==> src/rtl/multdiv_unit.sv <==
// Multi-cycle multiply/divide unit: single-cycle multiply, 32-step restoring divide,
// HI/LO results held until the consumer takes them.
package multdiv_pkg;
  typedef logic [31:0] word_t;
  typedef enum logic [1:0] {M_MULT, M_MULTU, M_DIV, M_DIVU} multicycle_t;
  typedef struct packed {
    logic  valid;
    word_t data;
  } hilo_write_req;
endpackage

module multdiv_unit
  import multdiv_pkg::*;
#(
  parameter int DIV_CYCLES = 32
) (
  input  logic          clk,
  input  logic          reset,
  input  logic          in_valid,
  output logic          in_ready,
  input  multicycle_t   in_op,
  input  word_t         in_a,
  input  word_t         in_b,
  input  logic          flush,
  output logic          out_valid,
  input  logic          out_ready,
  output hilo_write_req out_hi,
  output hilo_write_req out_lo
);

  typedef enum logic [1:0] {IDLE, MUL, DIV, DONE} state_t;

  state_t      state_q, state_d;
  multicycle_t op_q, op_d;
  logic        neg_q, neg_d;
  logic        neg_a_q, neg_a_d;
  logic        dz_q, dz_d;
  word_t       hi_q, hi_d;
  word_t       lo_q, lo_d;
  word_t       b_q, b_d;
  logic [5:0]  iter_q, iter_d;

  logic        accept;
  logic        op_signed, op_is_div, op_dz, sign_a, sign_b;
  logic [32:0] rem, rem_sub;
  logic        rem_ge;
  logic [63:0] prod, mul_res;
  word_t       quo_fix, rem_fix;

  assign accept    = in_valid && in_ready && !flush;
  assign op_signed = (in_op == M_MULT) || (in_op == M_DIV);
  assign op_is_div = in_op[1];
  assign op_dz     = op_is_div && (in_b == 32'd0);
  assign sign_a    = op_signed && in_a[31];
  assign sign_b    = op_signed && in_b[31];

  // lo_q doubles as the dividend shift register and fills with quotient bits
  assign rem     = {hi_q, lo_q[31]};
  assign rem_ge  = rem >= {1'b0, b_q};
  assign rem_sub = rem - {1'b0, b_q};
  assign prod    = 64'(lo_q) * 64'(b_q);

  always_comb begin
    state_d = state_q;
    op_d    = op_q;
    neg_d   = neg_q;
    neg_a_d = neg_a_q;
    dz_d    = dz_q;
    hi_d    = hi_q;
    lo_d    = lo_q;
    b_d     = b_q;
    iter_d  = iter_q;
    case (state_q)
      IDLE: begin
        if (accept) begin
          op_d    = in_op;
          neg_d   = sign_a ^ sign_b;
          neg_a_d = sign_a;
          dz_d    = op_dz;
          // a divide by zero keeps the raw dividend so the remainder comes out as a
          lo_d    = (sign_a && !op_dz) ? -in_a : in_a;
          b_d     = sign_b ? -in_b : in_b;
          hi_d    = 32'd0;
          iter_d  = 6'd0;
          state_d = op_is_div ? DIV : MUL;
        end
      end
      MUL: begin
        {hi_d, lo_d} = prod;
        state_d      = DONE;
      end
      DIV: begin
        hi_d   = rem_ge ? rem_sub[31:0] : rem[31:0];
        lo_d   = {lo_q[30:0], rem_ge};
        iter_d = iter_q + 6'd1;
        if (iter_q == 6'(DIV_CYCLES - 1)) state_d = DONE;
      end
      DONE: begin
        if (out_ready) state_d = IDLE;
      end
      default: state_d = IDLE;
    endcase
    if (flush && state_q != IDLE) begin
      state_d = IDLE;
      iter_d  = 6'd0;
    end
  end

  always_ff @(posedge clk or posedge reset) begin
    if (reset) begin
      state_q <= IDLE;
      op_q    <= M_MULT;
      neg_q   <= 1'b0;
      neg_a_q <= 1'b0;
      dz_q    <= 1'b0;
      hi_q    <= 32'd0;
      lo_q    <= 32'd0;
      b_q     <= 32'd0;
      iter_q  <= 6'd0;
    end else begin
      state_q <= state_d;
      op_q    <= op_d;
      neg_q   <= neg_d;
      neg_a_q <= neg_a_d;
      dz_q    <= dz_d;
      hi_q    <= hi_d;
      lo_q    <= lo_d;
      b_q     <= b_d;
      iter_q  <= iter_d;
    end
  end

  assign in_ready  = (state_q == IDLE);
  assign out_valid = (state_q == DONE);

  assign mul_res = (op_q == M_MULT && neg_q) ? -{hi_q, lo_q} : {hi_q, lo_q};
  assign quo_fix = (neg_q && !dz_q) ? -lo_q : lo_q;
  assign rem_fix = (neg_a_q && !dz_q) ? -hi_q : hi_q;

  // data is forced to zero outside DONE so the write requests are inert when not valid
  always_comb begin
    out_hi.valid = out_valid;
    out_lo.valid = out_valid;
    out_hi.data  = 32'd0;
    out_lo.data  = 32'd0;
    if (out_valid) begin
      out_hi.data = op_q[1] ? rem_fix : mul_res[63:32];
      out_lo.data = op_q[1] ? quo_fix : mul_res[31:0];
    end
  end

endmodule
==> config.mk <==
export PLATFORM = sky130hd
export DESIGN_NAME = multdiv_unit
export DESIGN_NICKNAME = d
export VERILOG_FILES = /design/src/rtl/multdiv_unit.sv
export SDC_FILE = /design/constraint.sdc
export NUM_CORES = 2
export LEC_CHECK = 0
export CAP_MARGIN = 20
export CORE_ASPECT_RATIO = 1.75
export CORE_MARGIN = 3
export CORE_UTILIZATION = 48
export DETAILED_ROUTE_END_ITERATION = 7
export GPL_TIMING_DRIVEN = 0
export PLACE_DENSITY_LB_ADDON = 0.15
export SETUP_SLACK_MARGIN = 0.5
export SLEW_MARGIN = 5
export SYNTH_ARGS = -nofsm -noshare
export SYNTH_HDL_FRONTEND = slang
export SYNTH_SLANG_ARGS = --single-unit
==> constraint.sdc <==
create_clock -name clk -period 8.95 [get_ports clk]
set_clock_uncertainty 0.05 [all_clocks]
set_input_delay 1.3425 -clock clk [delete_from_list [all_inputs] [get_ports clk]]
set_output_delay 1.3425 -clock clk [all_outputs]
set_load 0.1 [all_outputs]
* After elaboration in Yosys (flattened, before gate mapping)
Cells that the tools add are included.
Cells by class: reduce and logical (&&, ||, !) cells 25, multiply operators 1, magnitude comparators 1, eq/ne operators 9, mux-type cells 23, bitwise gates (word level) 1, add/subtract/negate cells 7
Operators by type and width (count):
- two-way mux 32 bit | 11
- case mux 32 bit (3 select lines) | 2
- negator 32 bit | 4
- multiplier 32 x 32 -> 64 bit | 1
- two-way mux 64 bit | 1
- negator 64 bit | 1
- >= comparator 33 x 32 -> 1 bit | 1
- zero test 32 bit | 1
- subtractor 32 bit | 1
- two-way mux 6 bit | 2
- case mux 6 bit (2 select lines) | 1
- logical AND 1 bit | 10
- two-way mux 2 bit | 5
- case mux 2 bit (4 select lines) | 1
- adder 6 x 1 -> 6 bit, second input constant | 1
- == test 2 bit, second input constant | 3
- == test 6 x 5 -> 1 bit, second input constant | 1
- zero test 2 bit | 3
- inequality test 3 x 1 -> 1 bit, second input constant | 2
- AND reduction 2 bit | 3
- nonzero test 3 bit | 2
- zero test 1 bit | 3
- inequality test 3 bit, second input constant | 1
- AND reduction 3 bit | 1
- other kinds (5) | 5
Storage, ports and cells: output and inout bits 68, bits of input ports 71, logic and storage cells 76, register bits 109

* Depth between registers and ports, before layout
depth after elaboration 7, gate-level depth with buffers 29, depth with buffers taken out 26

* Worst setup path before layout
Ideal clock, no wire load.
kind reg-to-reg, from reg lo_q[11], to reg hi_q[17], period minus slack after synthesis 7.487 ns, data arrival time 7.311 ns, data required time 8.774 ns, path slack 1.463 ns, buffers on the path 3, library setup time 0.126 ns, cell stages (with the launch flop) 28, cell sequence dfrtp_1 > clkbuf_1 > clkbuf_1 > and2_1 > fa_1 > fa_1 > fa_1 > inv_1 > fa_1 > inv_1 > fa_1 > inv_1 > fa_1 > inv_1 > fa_1 > fa_1 > ha_1 > clkbuf_1 > nand2_1 > o21ai_0 > nor4_1 > a211oi_1 > nor3_1 > o41a_1 > o21ai_0 > a21o_1 > xor2_1 > a221o_1
Between the ends: cells in the longest elaborated chain, start to end 2
RTL lines:
- start, declared | line 39 | word_t lo_q, lo_d;
- start signal, assigned | line 127 | lo_q <= lo_d;
- multiplier 32 x 32 -> 64 bit | line 61 | assign prod = 64'(lo_q) * 64'(b_q);
- case mux 32 bit (3 select lines) | line 73 | case (state_q)
- end signal, assigned | line 126 | hi_q <= hi_d;
- end, declared | line 38 | word_t hi_q, hi_d;
Every way passes these cells. A chain may end at the register's enable or synchronous reset.

* Worst setup path after layout
from reg b_q[4], to reg hi_q[31]
Between the ends: cells in the longest elaborated chain, start to end 3, elaborated cells on any way between the ends 5, classes of those cells add/sub: 1; mul: 1; order compare: 1; mux: 2
RTL lines:
- start, declared | line 40 | word_t b_q, b_d;
- start signal, assigned | line 118 | b_q <= 32'd0;
- start signal, assigned | line 128 | b_q <= b_d;
- parallel branches: the longest is 2 deep, another holds multiplier 32 x 32 -> 64 bit
- case mux 32 bit (3 select lines) * | line 73
Every way passes the cells marked *.

==> results.md <==
- Status: finished, final reports clean
- R2r startpoint: b_q[4]
- Total GRT Usage: 0.429
- Max-cap viol count: 0
- Clk slew on worst S/H paths: 0.10 ns
- Mapped Nets: 6339
- Top FF cell, synth: dfrtp_1
- CTS sink count: 109
- Final Critical Period: 8.49 ns
- Total CTS buffers: 9
- WS Path Type: reg -> reg
- Post-DP HPWL: 167 mm
- FMAX: 118 MHz
- Post-Synthesis Cells: 5066
- Count of input and output buffers: 138
- CTS Buffer Depth: 2
- DRT Wirelength: 199 mm
- Worst Hold Depth: 1
- Distinct cells, synth: 78
- Core area: 89600 µm²
- Nets: 6526
- Syn. warnings: 0
- Final Slew Violations: 0
- HP Start: iter_q[5]
- Sequential element share of the synthesized area: 0.0627
- Most common cell after layout, fill and taps aside: inv_1
- Vias per cell: 6.03
- H-tree levels: 3
- Place WS: -1.80 ns
- Filler Cell Count: 8734
- Area Growth Syn to Fin: 10.7%
- Initial antenna violation count: 28
- Commonest non-fill, non-tap cells in the layout: 925 x inv_1, 893 x fa_1, 618 x nand2_1, 589 x and2_1, 300 x ha_1
- DRC viols: 0
- FF/Latch Area: 2730 µm²
- First-pass GRT wire length: 282 mm
- CP Data Required Time: 9.21 ns
- Fin crit share: 0.948
- Tightest Pin Transition: 1.15 ns
- Global placement routability congestion: 1.11
- Post-synth EDFFs: 0
- Routed vias: 38.9k
- Layout cells sized above 1: 0.0666
- Reg2reg path depth: 27
- Async SR Flop Fraction: 1.00
- Final design utilization: 0.538
- Worst slew margin: 0.221
- Syn avg cell area: 8.59 µm²
- Worst Path Arrival: 8.74 ns
- Worst setup SP type: flip-flop
- Row count: 145
- DRT Pass-1 Iters: 8
- Die Span Y: 404 µm
- Largest net degree at the start of global routing: 66
- Crit path launch: b_q[4]
- Routed wire per std cell: 30.9 µm
- Final worst setup slack: 0.463 ns
- Die ar.: 94500 µm²
- Final Hold Fails: 0
- Hold WS: 0.446 ns
- Unrepaired setup endpoints after global routing: true
- Hold Crit Class: reg -> reg
- Final setup vio count: 0
- Initial DRC Count: 3663
- CTS tree: done
- Worst-Skew Late Latency: 0.42 ns
- Synthesized cell area: 43500 µm²
- R2r setup slk: 0.46 ns
- Post-route ant nets: 0
- Initial Utilization: 0.486
- CP max FO: 10
- Synthesis-stage register bit count: 109
- Area of the multi-input gates: 36400 µm²
- Ports: 139
- Die Width: 234 µm
- Vias in the first global route: 41.2k
- Critical Path End Type: flip-flop
- Root Buffer: clkbuf_16
- GRT overflow: 0
-- Yosys cell counts, types with 8 or more instances --
master | n | area [µm²]
o41ai_1 | 8 | 70.1
or3_1 | 25 | 156
mux2_2 | 11 | 124
clkbuf_1 | 282 | 1060
and2_1 | 589 | 3680
o211ai_1 | 11 | 82.6
dfrtp_1 | 109 | 2730
o21a_1 | 22 | 165
a221oi_1 | 27 | 236
nor3_1 | 40 | 200
mux2i_1 | 16 | 160
a31oi_1 | 18 | 113
a22oi_1 | 20 | 150
o31ai_1 | 49 | 368
a21oi_1 | 166 | 831
xnor2_1 | 136 | 1190
nor2_1 | 199 | 747
nand4_1 | 24 | 150
o21ai_0 | 171 | 856
a21o_1 | 40 | 300
a221o_1 | 10 | 100
xor2_1 | 56 | 490
nor2b_1 | 19 | 119
and3_1 | 20 | 125
fa_1 | 897 | 18000
o21bai_1 | 20 | 150
nor4_1 | 15 | 93.8
nand2b_1 | 24 | 150
or4_1 | 13 | 97.6
inv_1 | 926 | 3480
nand3_1 | 42 | 210
buf_1 | 26 | 97.6
nand2_1 | 618 | 2320
o22ai_1 | 13 | 81.3
ha_1 | 305 | 3820
a21boi_0 | 11 | 82.6
-- path summary, 6_finish.rpt --
kind	endpoint
min in group asynchronous	iter_q[2]
setup reg to reg	hi_q[31]
max in group asynchronous	b_q[31]
setup / recovery	hi_q[31]
hold reg to reg	iter_q[5]
hold / removal	iter_q[5]
-- per-layer routing --
metal,GRT usage,wire [µm]
met1,0.440,61700
met2,0.701,93900
met3,0.0914,16700
met4,0.439,27100
met5,0,27
-- worst max-delay path, stage by stage, from the launching register on --
cell and delay (ns):
dfrtp_1 0.53, clkbuf_2 0.34, and2_1 0.26, fa_1 0.49, inv_1 0.05, fa_1 0.54, fa_1 0.47, fa_1 0.56
inv_1 0.06, fa_1 0.51, inv_1 0.06, fa_1 0.54, inv_1 0.05, fa_1 0.51, fa_1 0.47, ha_1 0.30
buf_4 0.17, nand4_1 0.19, a21oi_2 0.26, buf_4 0.15, nand3_1 0.18, a31oi_4 0.30, or3_4 0.23, a31oi_4 0.17
o311ai_1 0.27, nand2_1 0.13, o211a_1 0.23, or3_1 0.29
-- final cells by class --
class                   count  share of cell area
multi-input cells        3711               0.756
inverters                 928              0.0724
flip-flops and latches    109              0.0567
repair buffers            176              0.0391
plain buffers             318              0.0375
well taps                1176              0.0305
clock buffers               9             0.00467
clock inverters             7             0.00161
diodes                     23             0.00119
-- cells by family after synthesis --
kind of cell | share of synthesized area
AO/OA/AOI/OAI | 0.0923
XOR/XNOR | 0.0386
adder cells (fa/ha/maj) | 0.500
buffers and inverters | 0.108
flip-flops | 0.0627
multiplexers | 0.00653
AND/OR/NAND/NOR | 0.191
-- what timing repair did --
item,in CTS,in global routing
pin swaps,9,14
resized for setup,316,152
gates cloned,0,0
setup endpoints to repair,45,24
hold buffers,0,0
buffers inserted,4,6
-- flip-flops by register name, summed over array words and instances, names as in the netlist --
signal and flops:
neg_a_q 1, dz_q 1, state_q 2, b_q 32, neg_q 1, lo_q 32
op_q 2, hi_q 32, iter_q 6
-- through the flow --
step           area, µm²  cells  setup TNS (ns)
3_3_place_gp       46400   6380          -42.55
3_5_place_dp       46800   6408          -38.27
6_report           48200   6457               0
5_1_grt            48100   6435               0
2_1_floorplan      43500   5066               0
4_1_cts            47900   6428               0
Power is not shown: default switching activity piles up to over one toggle a cycle in this logic, so the estimate is an artifact.
